$ cat src/rtl/pipe_skid_reg.sv
// One-stage valid/ready pipeline register with a one-entry skid buffer.
// All outputs decode from registered state, so ready_in never reaches ready_out combinationally.
module pipe_skid_reg #(
  parameter int unsigned             DATA_WIDTH  = 32,
  parameter logic [DATA_WIDTH-1:0]   RESET_VALUE = '0
) (
  input  logic                  clock_in,
  input  logic                  reset_in,
  input  logic                  flush_in,
  input  logic                  valid_in,
  output logic                  ready_out,
  input  logic [DATA_WIDTH-1:0] data_in,
  output logic                  valid_out,
  input  logic                  ready_in,
  output logic [DATA_WIDTH-1:0] data_out,
  output logic [1:0]            occupancy_out
);

  // Encoding doubles as the entry count.
  typedef enum logic [1:0] {
    StEmpty = 2'd0,
    StOne   = 2'd1,
    StFull  = 2'd2
  } state_e;

  state_e                state_q;
  logic [DATA_WIDTH-1:0] main_q;
  logic [DATA_WIDTH-1:0] skid_q;
  logic                  in_fire;
  logic                  out_fire;

  assign valid_out     = (state_q != StEmpty);
  assign ready_out     = (state_q != StFull);
  assign occupancy_out = state_q;
  assign data_out      = main_q;

  assign in_fire  = valid_in & ready_out;
  assign out_fire = valid_out & ready_in;

  always_ff @(posedge clock_in) begin
    if (reset_in || flush_in) begin
      // Flush squashes everything held, including any payload arriving this cycle.
      state_q <= StEmpty;
      main_q  <= RESET_VALUE;
      skid_q  <= RESET_VALUE;
    end else begin
      case (state_q)
        StEmpty: begin
          if (in_fire) begin
            main_q  <= data_in;
            state_q <= StOne;
          end
        end
        StOne: begin
          if (in_fire && out_fire) begin
            main_q <= data_in;
          end else if (in_fire) begin
            skid_q  <= data_in;
            state_q <= StFull;
          end else if (out_fire) begin
            state_q <= StEmpty;
          end
        end
        StFull: begin
          if (out_fire) begin
            main_q  <= skid_q;
            state_q <= StOne;
          end
        end
        default: state_q <= StEmpty;
      endcase
    end
  end

endmodule

$ cat config.mk
export PLATFORM = sky130hd
export DESIGN_NAME = pipe_skid_reg
export DESIGN_NICKNAME = d
export VERILOG_FILES = /design/src/rtl/pipe_skid_reg.sv
export SDC_FILE = /design/constraint.sdc
export NUM_CORES = 1
export LEC_CHECK = 0
export ABC_AREA = 1
export CORE_ASPECT_RATIO = 0.9
export CORE_MARGIN = 1
export CORE_UTILIZATION = 53
export DETAILED_ROUTE_END_ITERATION = 10
export PLACE_DENSITY = 0.92
export SLEW_MARGIN = 0
export SYNTH_ARGS = -nofsm -noshare
export SYNTH_HDL_FRONTEND = slang
export SYNTH_SLANG_ARGS = --single-unit
$ cat constraint.sdc
create_clock -name clock_in -period 1.7 [get_ports clock_in]
set_input_delay 0.255 -clock clock_in [delete_from_list [all_inputs] [get_ports clock_in]]
set_output_delay 0.255 -clock clock_in [all_outputs]
set_load 0.01 [all_outputs]
[After elaboration in Yosys (flattened, before gate mapping)]
Cells that the tools add are included.
W data, S select, Z words.
Storage, ports and cells
  bits in registers: 66
  bits in latches: 0
  RAM bits: 0
  ROM bits: 0
  bits of input ports: 37
  output and inout port bits: 36
  logic and storage cells: 32
  memories kept: 0
Cells by class
  $add $sub $neg: 0
  multiply operators: 0
  div/mod/pow operators: 0
  magnitude comparators: 0
  equal/unequal tests: 8
  shift-type cells: 0
  mux-type cells: 10
  bitwise logic cells: 3
  reduce and logical (&&, ||, !) cells: 8
Operators by type and width (number)
  $mux W32: 3
  $pmux W32 S3: 1
  $mux W2: 5
  $ne A2 B2 Y1 const B: 5
  $reduce_and A4 Y1: 2
  $pmux W2 S3: 1
  $ne A3 B3 Y1 const B: 1
  $reduce_and A3 Y1: 1
  $reduce_bool A3 Y1: 1
  $and A1 B1 Y1: 2
  $eq A2 B1 Y1 const B: 1
  $eq A2 B2 Y1 const B: 1
  $logic_not A2 Y1: 1
  $reduce_bool A2 Y1: 1
  $logic_and A1 B1 Y1: 1
  $logic_or A1 B1 Y1: 1
  $not A1 Y1: 1

[Depth between registers and ports, before layout]
  depth in word-level cells: 6
  mapped depth: 8
  mapped depth without buffers: 7

[Worst setup path before layout]
No wires, ideal clock.
  path kind: register -> register
  start point: register state_q[1], in the netlist occupancy_out[1]
  end point: register main_q[0], in the netlist data_out[0]
  data arrival time: 1.103 ns
  data required time: 1.587 ns
  setup slack: 0.485 ns
  stages on the path, launching flop included: 7
  buffers on the path: 1
  path through: dfxtp_1 > o21ai_0 > nand2_2 > buf_6 > nand2_1 > nand2_1 > nor2_1
On the way
  cells in the longest elaborated chain, start to end: 5
RTL lines
  start: declaration: line 26  | state_e state_q;
  start signal: assignment: line 43  | state_q <= StEmpty;
  start signal: assignment: line 51  | state_q <= StOne;
  start signal: assignment: line 59  | state_q <= StFull;
  $ne A2 B2 Y1 or $reduce_bool A2 Y1 (tied branches): line 33, 32
  $and A1 B1 Y1 (on tied branches): line 37, 38
  $logic_and A1 B1 Y1: line 55  | if (in_fire && out_fire) begin
  $ne A2 B2 Y1 (no source line)
  $reduce_and A4 Y1 (no source line)
  end signal: assignment: line 50  | main_q <= data_in;
  end signal: assignment: line 56  | main_q <= data_in;
  end signal: assignment: line 66  | main_q <= skid_q;
  end: declaration: line 27  | logic [DATA_WIDTH-1:0] main_q;
Parallel ways exist; a longest one is shown, timed or not.
A chain may end at the register's enable or synchronous reset.

[Worst setup path after layout]
  start point: register state_q[1], in the netlist occupancy_out[1]
  end point: output port valid_out
On the way
  cells in the longest elaborated chain, start to end: 1
RTL lines
  $reduce_bool A2 Y1: line 32  | assign valid_out = (state_q != StEmpty);
  end: declaration: line 13  | output logic valid_out,
Every way passes these cells.

==> impl_metrics.yaml <==
sta:
  setup_viol: 0
  fmax_mhz: 620.1
  finalMaxSlewViolations: 0
  relSlewSlack_pct: 62.26
  worst_slew_pin_slew_ps: 565.2
  hold_viol: 0
  rsz0062_at_grt: "no"
  fin_skew_ps: 6.939
  setup_tns_ps: 0
  fin_crit_ps: 1613
  period_share_pct: 94.86
  hold_slack_ps: 482.3
floorplanning:
  start_util_pct: 55.88
  die_width_um: 80.93
  io_pins: 73
  core_area_mm2: 0.005318
  dieArea_mm2: 0.005911
  dieHeight_um: 73.04
  rows: 25
setup_path:
  worstPathRequired_ps: 1440
  critical_path_arrival_ps: 1360
  max_stage_delay_ps: 470
  path_class: "reg2out"
  cpLargestDelayFamily: "buffers and inverters"
  worstPathMaxFanout: 5
  slowest_stage: "clkdlybuf4s50_1"
  path_buf_inv: 2
  r2r_start: "occupancy_out[1]"
  cp-startpoint: "occupancy_out[1]"
  cp-end-kind: "output pin"
  crit_path_start_kind: "register"
  crit_chain: "nor2_2, inv_1, clkdlybuf4s50_1"
global_route:
  grtUsageTotal_pct: 26.16
  overflow: 0
  grt_pass1_wl_um: 11890
  antenna_found_initial: 0
  grt_max_degree: 56
  grt_pass1_vias: 2832
logic_synthesis:
  synth_area_mm2: 0.002972
  synthCells: 470
  syn_avg_cell_area_um2: 6.323
  synth_fp_nets: 507
  synth_seq_cells: 66
  synth_warnings: 0
  synth-seq-area-share_pct: 44.46
  yosysUniqueCellTypes: 16
worst_hold_path:
  min_path_type: "reg2reg"
  hp-start: "skid_q[15]"
detailed_routing:
  met2WireLength_um: 3437
  drtIter0Drc: 199
  firstDrtPassIters: 5
  totalWireLength_um: 6903
  wl_met3_um: 446
  drc: 0
  top_layer_used: "met4"
  ant_nets: 0
  routedWlPerCell_um: 11.37
  post_drt_via_cell_ratio: 4.842
  wl_met1_um: 2903
  vias: 2939
power:
  leakagePower_nw: 1.741
  peakVddDrop_uv: 565.3
  p_per_area_mw_per_mm2: 825.9
placement:
  io_buffers: 72
  place.gp.congestion: 0.7578
  place_hpwl_um: 4448
clocking:
  htree_levels: 3
  cts_hold_buf: 0
  clock_latency_ps: 340
  cts-root-buf: "clkbuf_8"
  clk_pin_slew_ps: 70
  clock-sinks: 66
  cts_made_buffers: 9
  clock_path_buffers: 2
  cts_tree: "built"
run_status:
  status: "complete, no violations"
job:
  max-cap-violations: 0
final_layout:
  area_growth_pct: 30.95
  drive_gt1_share_pct: 5.741
  fin_nets: 572
  diodes: 0
-- kinds of logic after synthesis --
logic type | synth area share, %
AO/OA/AOI/OAI | 5.895
flip-flops | 44.46
buffers and inverters | 10.74
AND/OR/NAND/NOR | 38.91
-- layout make-up --
class | count | area [um^2]
flip-flops and latches | 66 | 1326
fillers | 428 | 1426
inverters | 42 | 157.7
well taps | 67 | 83.83
clock buffers | 13 | 148.9
clock inverters | 3 | 15.01
multi-input cells | 337 | 1350
repair buffers | 79 | 809.5
-- worst min-delay path, delay by kind of cell (launching register included) --
family	cells	cell delay [ps]
flip-flops	1	320
AND/OR/NAND/NOR	2	120
-- timing repair --
item | CTS | global route
endpoints found under the setup margin | 2 | 1
setup buffers | 0 | 1
gates resized for setup | 5 | 1
-- power breakdown --
group          internal [W]  switching (W)  total (W)  leakage (nW)
logic              0.000236       0.000231   0.000467          1.12
registers           0.00159      0.0000240    0.00161         0.538
clock network      0.000563       0.000569    0.00113        0.0872
total               0.00239       0.000825    0.00321          1.74
-- final timing paths --
kind	end	slack [ps]	cells after the start
worst max register to register	data_out[0]	180	7
worst min register to register	skid_q[15]	480	2
worst min-delay path	skid_q[15]	480	2
worst max-delay path	valid_out	90	3
-- cells in the mapped netlist (all sizes together) --
library cell | n | area, um^2
inv | 42 | 157.6
nand3 | 2 | 10.01
nor2 | 131 | 494.2
a21oi | 2 | 10.01
o21ai | 33 | 165.2
clkbuf | 7 | 26.28
dfxtp | 66 | 1321
buf | 18 | 135.1
nand2 | 169 | 651.9
-- layout by cell type, fill, tap and decap left out --
| master | synthesis | layout |
|---|---|---|
| buf_12 | 0 | 3 |
| clkinv_2 | 0 | 3 |
| inv_1 | 39 | 39 |
| dfxtp_2 | 0 | 1 |
| buf_4 | 3 | 4 |
| inv_2 | 3 | 3 |
| o21ai_1 | 19 | 19 |
| nor2_1 | 130 | 128 |
| dfxtp_1 | 66 | 64 |
| nand3_1 | 2 | 2 |
| clkdlybuf4s50_1 | 0 | 71 |
| dfxtp_4 | 0 | 1 |
| nand2_8 | 0 | 1 |
| clkbuf_8 | 0 | 10 |
| o21ai_0 | 14 | 14 |
| nand2_2 | 1 | 1 |
| nand2_4 | 2 | 1 |
| dlygate4sd2_1 | 0 | 1 |
| a21oi_1 | 2 | 2 |
| nor2_2 | 1 | 2 |
| clkbuf_1 | 7 | 3 |
| nor2_4 | 0 | 1 |
| nand2_1 | 166 | 166 |
-- stage by stage --
stage	worst slack (ps)	power, W	util [%]	cells	area (um^2)
6_report	87.43	0.003214	73.18	607	3891
3_3_place_gp	50.10	0.002098	69.67	590	3705
5_1_grt	13.80	0.003358	73.18	607	3891
3_5_place_dp	-7.563	0.002111	69.67	590	3705
4_1_cts	11.63	0.003228	72.99	606	3881
2_1_floorplan	484.5	0.001899	-	470	2972
-- metal layers --
metal  vias to the layer above  global-route usage, %
li1                       1519                      -
met1                      1308                  29.28
met2                       102                  45.47
met3                        10                  8.000
met4                         0                  11.71
met5                         -                      0
-- registers in the layout, indices dropped and copies added (netlist names) --
| signal | count |
|---|---|
| data_out | 32 |
| occupancy_out | 2 |
| skid_q | 32 |
Note: power is estimated with default switching activity, not from simulation.
